$ cat src/rtl/uart_pkg.sv
// uart_pkg: constants and types shared by the UART receive and transmit stages.
//   rx_state_t  - receiver FSM state encoding
//   DATA_BITS   - payload bits per frame (LSB first on the line)
//   OVERSAMPLE  - baud ticks per bit period
//   MID_SAMPLE  - tick index inside the start bit used as its mid-bit sample
//   even_parity - parity bit value that makes the total count of ones even
package uart_pkg;

  typedef enum logic [2:0] {
    IDLE,
    START,
    DATA,
    PARITY,
    STOP
  } rx_state_t;

  localparam int DATA_BITS   = 8;
  localparam int OVERSAMPLE  = 16;
  localparam int MID_SAMPLE  = 7;
  localparam int LAST_SAMPLE = OVERSAMPLE - 1;

  // Even parity: the parity bit equals the XOR of the data bits, so the
  // frame carries an even number of ones across data + parity.
  function automatic logic even_parity(input logic [DATA_BITS-1:0] d);
    return ^d;
  endfunction

endpackage

$ cat src/rtl/uart_baud_tick.sv
// uart_baud_tick: divides clk down to the oversampling tick.
//   clk   - system clock
//   srst  - synchronous active-high reset (counter to 0)
//   clear - synchronous restart of the divider, used to phase-align the
//           tick to an accepted start edge
//   tick  - high for one clk when the divider count reaches DIV-1
module uart_baud_tick #(
  parameter int DIV = 325
) (
  input  logic clk,
  input  logic srst,
  input  logic clear,
  output logic tick
);

  localparam int CNT_W = (DIV > 1) ? $clog2(DIV) : 1;
  localparam logic [CNT_W-1:0] CNT_LAST = CNT_W'(DIV - 1);

  logic [CNT_W-1:0] cnt_reg;

  always_ff @(posedge clk) begin
    if (srst || clear) begin
      cnt_reg <= '0;
    end else if (cnt_reg == CNT_LAST) begin
      cnt_reg <= '0;
    end else begin
      cnt_reg <= cnt_reg + 1'b1;
    end
  end

  // Decoded straight from the count register so the tick is a clean
  // one-cycle pulse; it is 0 out of reset because DIV is at least 2.
  assign tick = (cnt_reg == CNT_LAST);

endmodule

$ cat src/rtl/uart_receiver.sv
// uart_receiver: 8E1 UART receive stage, 16x oversampled.
//   Clock_In   - system clock
//   Reset      - synchronous active-high reset, aborts any frame in flight
//   Rx_dataIn  - asynchronous serial line, idle high
//   Rx_data    - last received byte, held until the next Rx_valid
//   Rx_valid   - one-cycle strobe qualifying Rx_data and the error flags
//   Parity_Err - received parity bit disagrees with even parity of Rx_data
//   Frame_Err  - stop bit was sampled low
//   Rx_busy    - FSM is not idle
//   Baud_Tick  - 16x oversampling tick, for debug
module uart_receiver
  import uart_pkg::*;
#(
  parameter int CLK_FREQ = 50_000_000,
  parameter int BAUD     = 9600
) (
  input  logic       Clock_In,
  input  logic       Reset,
  input  logic       Rx_dataIn,
  output logic [7:0] Rx_data,
  output logic       Rx_valid,
  output logic       Parity_Err,
  output logic       Frame_Err,
  output logic       Rx_busy,
  output logic       Baud_Tick
);

  localparam int DIV = CLK_FREQ / (BAUD * OVERSAMPLE);
  localparam logic [3:0] SCNT_MID  = 4'(MID_SAMPLE);
  localparam logic [3:0] SCNT_LAST = 4'(LAST_SAMPLE);
  localparam logic [2:0] BIT_LAST  = 3'(DATA_BITS - 1);

  // Two-flop synchroniser plus one more flop holding the previous
  // synchronised value for edge detection. All reset to the idle level so
  // that reset never manufactures a falling edge on an idle line.
  logic sync1_reg;
  logic rx_s_reg;
  logic rx_prev_reg;

  always_ff @(posedge Clock_In) begin
    if (Reset) begin
      sync1_reg   <= 1'b1;
      rx_s_reg    <= 1'b1;
      rx_prev_reg <= 1'b1;
    end else begin
      sync1_reg   <= Rx_dataIn;
      rx_s_reg    <= sync1_reg;
      rx_prev_reg <= rx_s_reg;
    end
  end

  logic baud_tick;
  logic tick_clear;

  uart_baud_tick #(
    .DIV(DIV)
  ) u_baud_tick (
    .clk  (Clock_In),
    .srst (Reset),
    .clear(tick_clear),
    .tick (baud_tick)
  );

  rx_state_t            state_reg,  state_next;
  logic [3:0]           scnt_reg,   scnt_next;
  logic [2:0]           bit_cnt_reg, bit_cnt_next;
  logic [DATA_BITS-1:0] shift_reg,  shift_next;
  logic                 parity_reg, parity_next;
  logic [DATA_BITS-1:0] data_reg,   data_next;
  logic                 perr_reg,   perr_next;
  logic                 ferr_reg,   ferr_next;
  logic                 valid_reg,  valid_next;

  always_ff @(posedge Clock_In) begin
    if (Reset) begin
      state_reg   <= IDLE;
      scnt_reg    <= '0;
      bit_cnt_reg <= '0;
      shift_reg   <= '0;
      parity_reg  <= 1'b0;
      data_reg    <= '0;
      perr_reg    <= 1'b0;
      ferr_reg    <= 1'b0;
      valid_reg   <= 1'b0;
    end else begin
      state_reg   <= state_next;
      scnt_reg    <= scnt_next;
      bit_cnt_reg <= bit_cnt_next;
      shift_reg   <= shift_next;
      parity_reg  <= parity_next;
      data_reg    <= data_next;
      perr_reg    <= perr_next;
      ferr_reg    <= ferr_next;
      valid_reg   <= valid_next;
    end
  end

  always_comb begin
    state_next   = state_reg;
    scnt_next    = scnt_reg;
    bit_cnt_next = bit_cnt_reg;
    shift_next   = shift_reg;
    parity_next  = parity_reg;
    data_next    = data_reg;
    perr_next    = perr_reg;
    ferr_next    = ferr_reg;
    valid_next   = 1'b0;
    tick_clear   = 1'b0;

    // scnt free-runs modulo 16 on ticks; the 15 -> 0 wrap is what spaces
    // successive samples exactly one bit period apart.
    if (baud_tick) begin
      scnt_next = scnt_reg + 4'd1;
    end

    case (state_reg)
      IDLE: begin
        // Only a 1 -> 0 transition starts a frame, so a line stuck low
        // (break or framing fault) cannot retrigger reception.
        if (rx_prev_reg && !rx_s_reg) begin
          tick_clear = 1'b1;
          scnt_next  = '0;
          state_next = START;
        end
      end

      START: begin
        if (baud_tick && scnt_reg == SCNT_MID) begin
          if (rx_s_reg) begin
            state_next = IDLE;          // glitch: line already high again
          end else begin
            scnt_next    = '0;          // rebase so scnt=15 lands mid-bit
            bit_cnt_next = '0;
            state_next   = DATA;
          end
        end
      end

      DATA: begin
        if (baud_tick && scnt_reg == SCNT_LAST) begin
          shift_next   = {rx_s_reg, shift_reg[DATA_BITS-1:1]};
          bit_cnt_next = bit_cnt_reg + 3'd1;
          if (bit_cnt_reg == BIT_LAST) begin
            state_next = PARITY;
          end
        end
      end

      PARITY: begin
        if (baud_tick && scnt_reg == SCNT_LAST) begin
          parity_next = rx_s_reg;
          state_next  = STOP;
        end
      end

      STOP: begin
        // Leaving at mid stop bit gives half a bit of margin to be back in
        // IDLE before a back-to-back start edge.
        if (baud_tick && scnt_reg == SCNT_LAST) begin
          data_next  = shift_reg;
          perr_next  = even_parity(shift_reg) ^ parity_reg;
          ferr_next  = ~rx_s_reg;
          valid_next = 1'b1;
          state_next = IDLE;
        end
      end

      default: begin
        state_next = IDLE;
      end
    endcase
  end

  assign Rx_data    = data_reg;
  assign Rx_valid   = valid_reg;
  assign Parity_Err = perr_reg;
  assign Frame_Err  = ferr_reg;
  assign Rx_busy    = (state_reg != IDLE);
  assign Baud_Tick  = baud_tick;

endmodule

$ cat config.mk
export PLATFORM = sky130hd
export DESIGN_NAME = uart_receiver
export DESIGN_NICKNAME = d
export VERILOG_FILES = /design/src/rtl/uart_pkg.sv /design/src/rtl/uart_baud_tick.sv /design/src/rtl/uart_receiver.sv
export SDC_FILE = /design/constraint.sdc
export NUM_CORES = 1
export LEC_CHECK = 0
export CAP_MARGIN = 30
export CELL_PAD_IN_SITES_DETAIL_PLACEMENT = 0
export CELL_PAD_IN_SITES_GLOBAL_PLACEMENT = 1
export CORE_ASPECT_RATIO = 2
export CORE_MARGIN = 8
export CORE_UTILIZATION = 47
export CTS_CLUSTER_SIZE = 28
export DETAILED_ROUTE_END_ITERATION = 10
export PLACE_DENSITY = 0.89
export SYNTH_ARGS = -nofsm -noshare
export SYNTH_HDL_FRONTEND = slang
export SYNTH_HIERARCHICAL = 1
export SYNTH_SLANG_ARGS = --single-unit
$ cat constraint.sdc
create_clock -name Clock_In -period 2.8 [get_ports Clock_In]
set_input_delay 0.56 -clock Clock_In [delete_from_list [all_inputs] [get_ports Clock_In]]
set_output_delay 0.56 -clock Clock_In [all_outputs]
set_load 0.05 [all_outputs]
==> impl_metrics.py, run 1 <==
metrics = {
    "setup_path": {
        "cpLargestDelayFamily": "buffers and inverters",
        "path_max_fanout": 13,
        "worst_setup_path_end_kind": "output pin",
        "crit_arrival_ps": 1840,
        "ff2ff_path_depth": 9,
        "crit_cells": 2,
        "slowest_stage": "clkdlybuf4s50_1",
        "critPathLaunchType": "flop",
        "critPathKind": "reg -> out",
        "required_ps": 2240,
        "worstReg2RegStart": "u_baud_tick/cnt_reg[0]$_SDFF_PP0_",
        "crit_buf_inv": 1,
        "crit_path_start": "state_reg[0]$_SDFFE_PP0P_",
        "critPathMaxStageDelay_ps": 790,
        "path_cells": "or3_1 -> clkdlybuf4s50_1",
    },
    "grt": {
        "grt_pass1_vias": 1424,
        "antenna_found_initial": 0,
        "grt_pass1_wl_um": 6106,
        "grt.total_usage_pct": 12.26,
        "grt_max_degree": 19,
        "overflow": 0,
    },
    "clock_tree": {
        "ctsHoldBuffers": 0,
        "cts.sinks": 42,
        "h-tree-depth": 2,
        "clk_latency_ps": 300,
        "clockBufferDepth": 2,
        "cts_tree": "done",
        "cts_setup_buffers": 0,
        "cts.clk_slew.worst_paths_ps": 80,
        "cts_resized": 0,
        "cts_made_buffers": 5,
        "root_buffer": "clkbuf_8",
    },
    "synth": {
        "synth_xor_area_share_pct": 6.552,
        "netlist_area_mm2": 0.001891,
        "synth_top_family_by_area": "simple AND/OR/NAND/NOR gates",
        "syn_area_per_cell_um2": 9.548,
        "ys_warn_count": 6,
        "synthArstFlopShare_pct": 0,
        "synth_cell_types": 44,
        "synth_compound_area_share_pct": 10.66,
        "synth_ff_type": "dfxtp_1",
        "synth_nets": 206,
        "yosys.area_share.simple_pct": 23.89,
        "ys_seq_area_share_pct": 44.47,
        "synth_adder_area_share_pct": 3.309,
        "synthCells": 198,
        "synth-seq-cells": 42,
        "muxShareOfSynthArea_pct": 6.089,
        "synth_edf_count": 0,
    },
    "placement": {
        "pre_cts_ws_ps": 661.8,
        "hpwl_um": 2672,
        "io_buffer_count": 15,
        "routabilityCongestion": 0.7425,
    },
    "min_path": {
        "hold_start": "sync1_reg$_SDFF_PP1_",
        "whs_path_depth": 1,
        "hold_path.class": "reg -> reg",
    },
    "run_status": {
        "status": "complete, no violations",
    },
    "timing": {
        "finalSetupViolCount": 0,
        "final.setup.worst_slack_ps": 397.9,
        "fin_setup_tns_ps": 0,
        "fmax_mhz": 416.3,
        "skew_ps": 9.222,
        "rsz0062_at_grt": "false",
        "finalCritPeriodShare_pct": 85.79,
        "worstMarginPinSlew_ps": 613.1,
        "hold_viol_final": 0,
        "slew_viol_final": 0,
        "post-route-min-period_ps": 2402,
        "hold_ws_ps": 426.9,
        "relSlewSlack_pct": 59.00,
    },
    "drt": {
        "post-route-drc-count": 0,
        "wl_per_cell_um": 13.34,
        "viasPerCell": 5.321,
        "drt_wl_total_um": 3536,
        "via_count": 1410,
        "drtIter0Drc": 15,
        "drtAntennaViolNets": 0,
        "drt_pre_antenna_iters": 4,
    },
    "layout": {
        "diodes": 0,
        "fin_nets": 221,
        "area_delta_synth_final_pct": 14.56,
        "largest_reg_flops": 9,
        "drive_gt1_share_pct": 10.75,
        "post-route-util_pct": 56.35,
    },
    "pwr": {
        "ir_drop_uv": 345.9,
        "p_per_area_mw_per_mm2": 491.4,
        "power.total_w": 0.001064,
        "power_leakage_nw": 0.7612,
    },
    "floorplanning": {
        "die_width_um": 60.85,
        "io_pins": 16,
        "fp-row-count": 32,
        "die_area_mm2": 0.006431,
        "die_y_um": 105.7,
        "core_area_mm2": 0.003844,
        "initial_core_util_pct": 49.19,
    },
    "run": {
        "maxCapViolations": 0,
    },
}
kinds of logic (layout without fill, tap and decap cells):
group | after synthesis | in the layout
AOI/OAI and AO/OA | 30 | 30
xor gates and xnor gates | 11 | 11
adders and majority gates | 5 | 5
DFF | 42 | 42
muxes | 11 | 11
buffers and inverters | 14 | 30
and+or+nand+nor | 85 | 85
layout by cell type, fill, tap and decap left out, types with 4 or more instances in the layout:
cell	instances
a21oi_1	15
nor2_1	25
nor3_1	4
nand3_1	8
mux2i_1	10
o21ai_0	6
or3_1	5
buf_4	4
ha_1	5
clkdlybuf4s50_1	14
nand2_1	23
dfxtp_1	42
xor2_1	5
xnor2_1	4
clkbuf_8	6
per-stage QoR:
stage	instances	instance area [um2]
after floorplan	198	1897
after CTS	265	2166
after global placement	257	2067
final	265	2166
after global routing	265	2166
after detailed placement	257	2067
power breakdown:
group | internal (W) | switching (W) | total (W)
sequential | 0.000603 | 0.00000805 | 0.000611
clock | 0.000203 | 0.000209 | 0.000412
combinational | 0.0000171 | 0.0000240 | 0.0000412
total | 0.000823 | 0.000241 | 0.00106
path summary, 6_finish.rpt:
check | end | slack [ps]
min reg2reg | rx_s_reg$_SDFF_PP1_ | 430
max reg2reg | Parity_Err$_SDFFE_PP0P_ | 670
max | Rx_busy | 400
min | rx_s_reg$_SDFF_PP1_ | 430
final cells by class:
| class | count | area, um2 |
|---|---|---|
| fill | 384 | 1678 |
| clock inverter | 2 | 16.27 |
| sequential | 42 | 840.8 |
| multi-input combinational | 142 | 960.9 |
| tap | 51 | 63.81 |
| timing repair buffer | 19 | 190.2 |
| clock buffer | 6 | 82.58 |
| inverter | 3 | 11.26 |
cells in the mapped netlist (all sizes together) (2+ instances only):
master | count | share of area, %
nand4 | 3 | 1.8
nor3 | 4 | 1.1
xor2 | 5 | 2.3
dfxtp | 42 | 44
o21ai | 7 | 1.9
nor2 | 25 | 5.0
or3 | 5 | 1.7
nor4 | 3 | 0.99
or2 | 3 | 0.99
inv | 3 | 0.60
nand2b | 2 | 0.66
nand2 | 23 | 4.6
nand3 | 8 | 2.1
xnor3 | 2 | 2.4
mux2i | 10 | 5.3
a22o | 2 | 0.93
a21oi | 15 | 4.0
xnor2 | 4 | 1.9
ha | 5 | 3.3
buf | 7 | 3.0
clkbuf | 4 | 1.4
metal layers:
metal	global-route usage, %	part of all wire (%)
met1	11.49	37
met2	22.37	58
met3	3.167	2.8
met4	6.555	2.3
met5	0	0
Note: power is estimated with default switching activity, not from simulation.
==> run 2, diff against run 1 <==
- SETUP_SLACK_MARGIN: unset -> 0.5
==> run 2 against run 1 <==
Sequential share of layout area fell by 0.45 points. Routed wire length is 6.6% higher. Utilization increased by 0.75 points. Combinational power increased by 15%. Critical path depth up 2. Non-clock buffer count stayed put. Largest power group unchanged.
==> impl_metrics.py, run 2 (synthesis results as in run 1) <==
metrics = {
    "timing": {
        "finalCritPeriodShare_pct": 76.42,
        "slew_viol_final": 0,
        "worstMarginPinSlew_ps": 565.8,
        "skew_ps": 12.39,
        "finalSetupViolCount": 0,
        "fmax_mhz": 467.3,
        "hold_viol_final": 0,
        "fin_setup_tns_ps": 0,
        "rsz0062_at_grt": "false",
        "relSlewSlack_pct": 62.15,
        "post-route-min-period_ps": 2140,
    },
    "grt": {
        "grt_max_degree": 19,
        "antenna_found_initial": 0,
        "overflow": 0,
        "grt_pass1_vias": 1424,
        "grt.total_usage_pct": 12.67,
        "grt_pass1_wl_um": 6258,
    },
    "drt": {
        "viasPerCell": 5.430,
        "post-route-drc-count": 0,
        "drtIter0Drc": 17,
        "drtAntennaViolNets": 0,
        "drt_wl_total_um": 3770,
        "wl_per_cell_um": 14.23,
        "via_count": 1439,
        "drt_pre_antenna_iters": 4,
    },
    "layout": {
        "n_fill_cell": 360,
        "final_cell_mix": "41 x dfxtp_1, 24 x nor2_1, 22 x nand2_1",
        "fin_nets": 221,
        "layout_commonest_cell": "dfxtp_1",
        "drive_gt1_share_pct": 14.49,
        "multi_input_area_mm2": 0.001002,
        "area_delta_synth_final_pct": 16.08,
        "largest_reg_flops": 9,
        "regArea_um2": 842.1,
        "diodes": 0,
    },
    "clock_tree": {
        "cts.sinks": 42,
        "clockBufferDepth": 2,
        "cts_tree": "done",
        "h-tree-depth": 2,
        "clk_latency_ps": 300,
        "root_buffer": "clkbuf_8",
        "cts.clk_slew.worst_paths_ps": 80,
        "ctsHoldBuffers": 0,
        "cts_made_buffers": 5,
        "cts_setup_buffers": 0,
    },
    "setup_path": {
        "worst_setup_path_end_kind": "output pin",
        "required_ps": 2240,
        "path_max_fanout": 8,
        "critPathKind": "reg -> out",
        "crit_arrival_ps": 1580,
        "critPathLaunchType": "flop",
        "rrSetupSlack_ps": 710,
    },
    "floorplanning": {
        "core_area_mm2": 0.003844,
        "fp-row-count": 32,
        "die_y_um": 105.7,
        "die_area_mm2": 0.006431,
        "io_pins": 16,
        "die_width_um": 60.85,
        "initial_core_util_pct": 49.19,
    },
    "pwr": {
        "p_per_area_mw_per_mm2": 488.7,
        "power.total_w": 0.001072,
        "ir_drop_uv": 511.7,
        "power_leakage_nw": 0.7706,
    },
    "placement": {
        "routabilityCongestion": 0.8183,
        "hpwl_um": 2826,
        "io_buffer_count": 15,
    },
    "min_path": {
        "hold_path.class": "reg -> reg",
    },
    "run_status": {
        "status": "complete, no violations",
    },
    "run": {
        "maxCapViolations": 0,
    },
}
==> run 2: path summary, 6_finish.rpt <==
kind                            cells past startpoint                   endpoint                              start
worst max register to register                      8  shift_reg[4]$_SDFFE_PP0P_  u_baud_tick/cnt_reg[3]$_SDFF_PP0_
worst min-delay path                                1        rx_s_reg$_SDFF_PP1_               sync1_reg$_SDFF_PP1_
worst min register to register                      1        rx_s_reg$_SDFF_PP1_               sync1_reg$_SDFF_PP1_
worst max-delay path                                4                  Baud_Tick  u_baud_tick/cnt_reg[3]$_SDFF_PP0_
==> run 2: critical path: stages (launching register included) <==
cell,delay [ps]
dfxtp_1,370
nand4bb_2,340
nor4_4,170
buf_4,200
buf_4,210
==> run 2: timing repair <==
item                       4_1_cts  5_1_grt
gates resized for setup          1        1
hold endpoints to repair         0        0
setup endpoints to repair        1        7
==> run 2: per-layer routing <==
layer / vias up / track usage [%] / routed length, um
met5: - / 0 / 0
met4: 0 / 6.050 / 86
met3: 8 / 4.019 / 118
met2: 21 / 23.14 / 2120
met1: 698 / 11.76 / 1444
li1: 712 / - / -
==> run 2: layout make-up <==
class	instances	area share, %
repair buffers	19	8.039
clock inverters	2	0.7412
well taps	51	2.908
inverters	3	0.5131
flip-flops and latches	42	38.37
clock buffers	6	3.763
multi-input cells	142	45.67
==> run 2: power by group <==
group	internal [W]	total (W)	switching [W]
combinational	0.0000205	0.0000472	0.0000267
sequential	0.000603	0.000612	0.00000899
clock	0.000203	0.000413	0.000210
==> run 2: through the flow <==
| stage | setup slack, ps | instances | utilization [%] | hold slack, ps | cell area [um2] |
|---|---|---|---|---|---|
| 2_1_floorplan | 411.0 | 198 | - | 389.5 | 1939 |
| 3_3_place_gp | 719.6 | 257 | 54.49 | 395.7 | 2095 |
| 3_5_place_dp | 583.0 | 257 | 54.49 | 399.7 | 2095 |
| 4_1_cts | 584.1 | 265 | 57.03 | 420.0 | 2192 |
| 5_1_grt | 575.8 | 265 | 57.10 | 433.9 | 2195 |
| 6_report | 660.2 | 265 | 57.10 | 415.2 | 2195 |
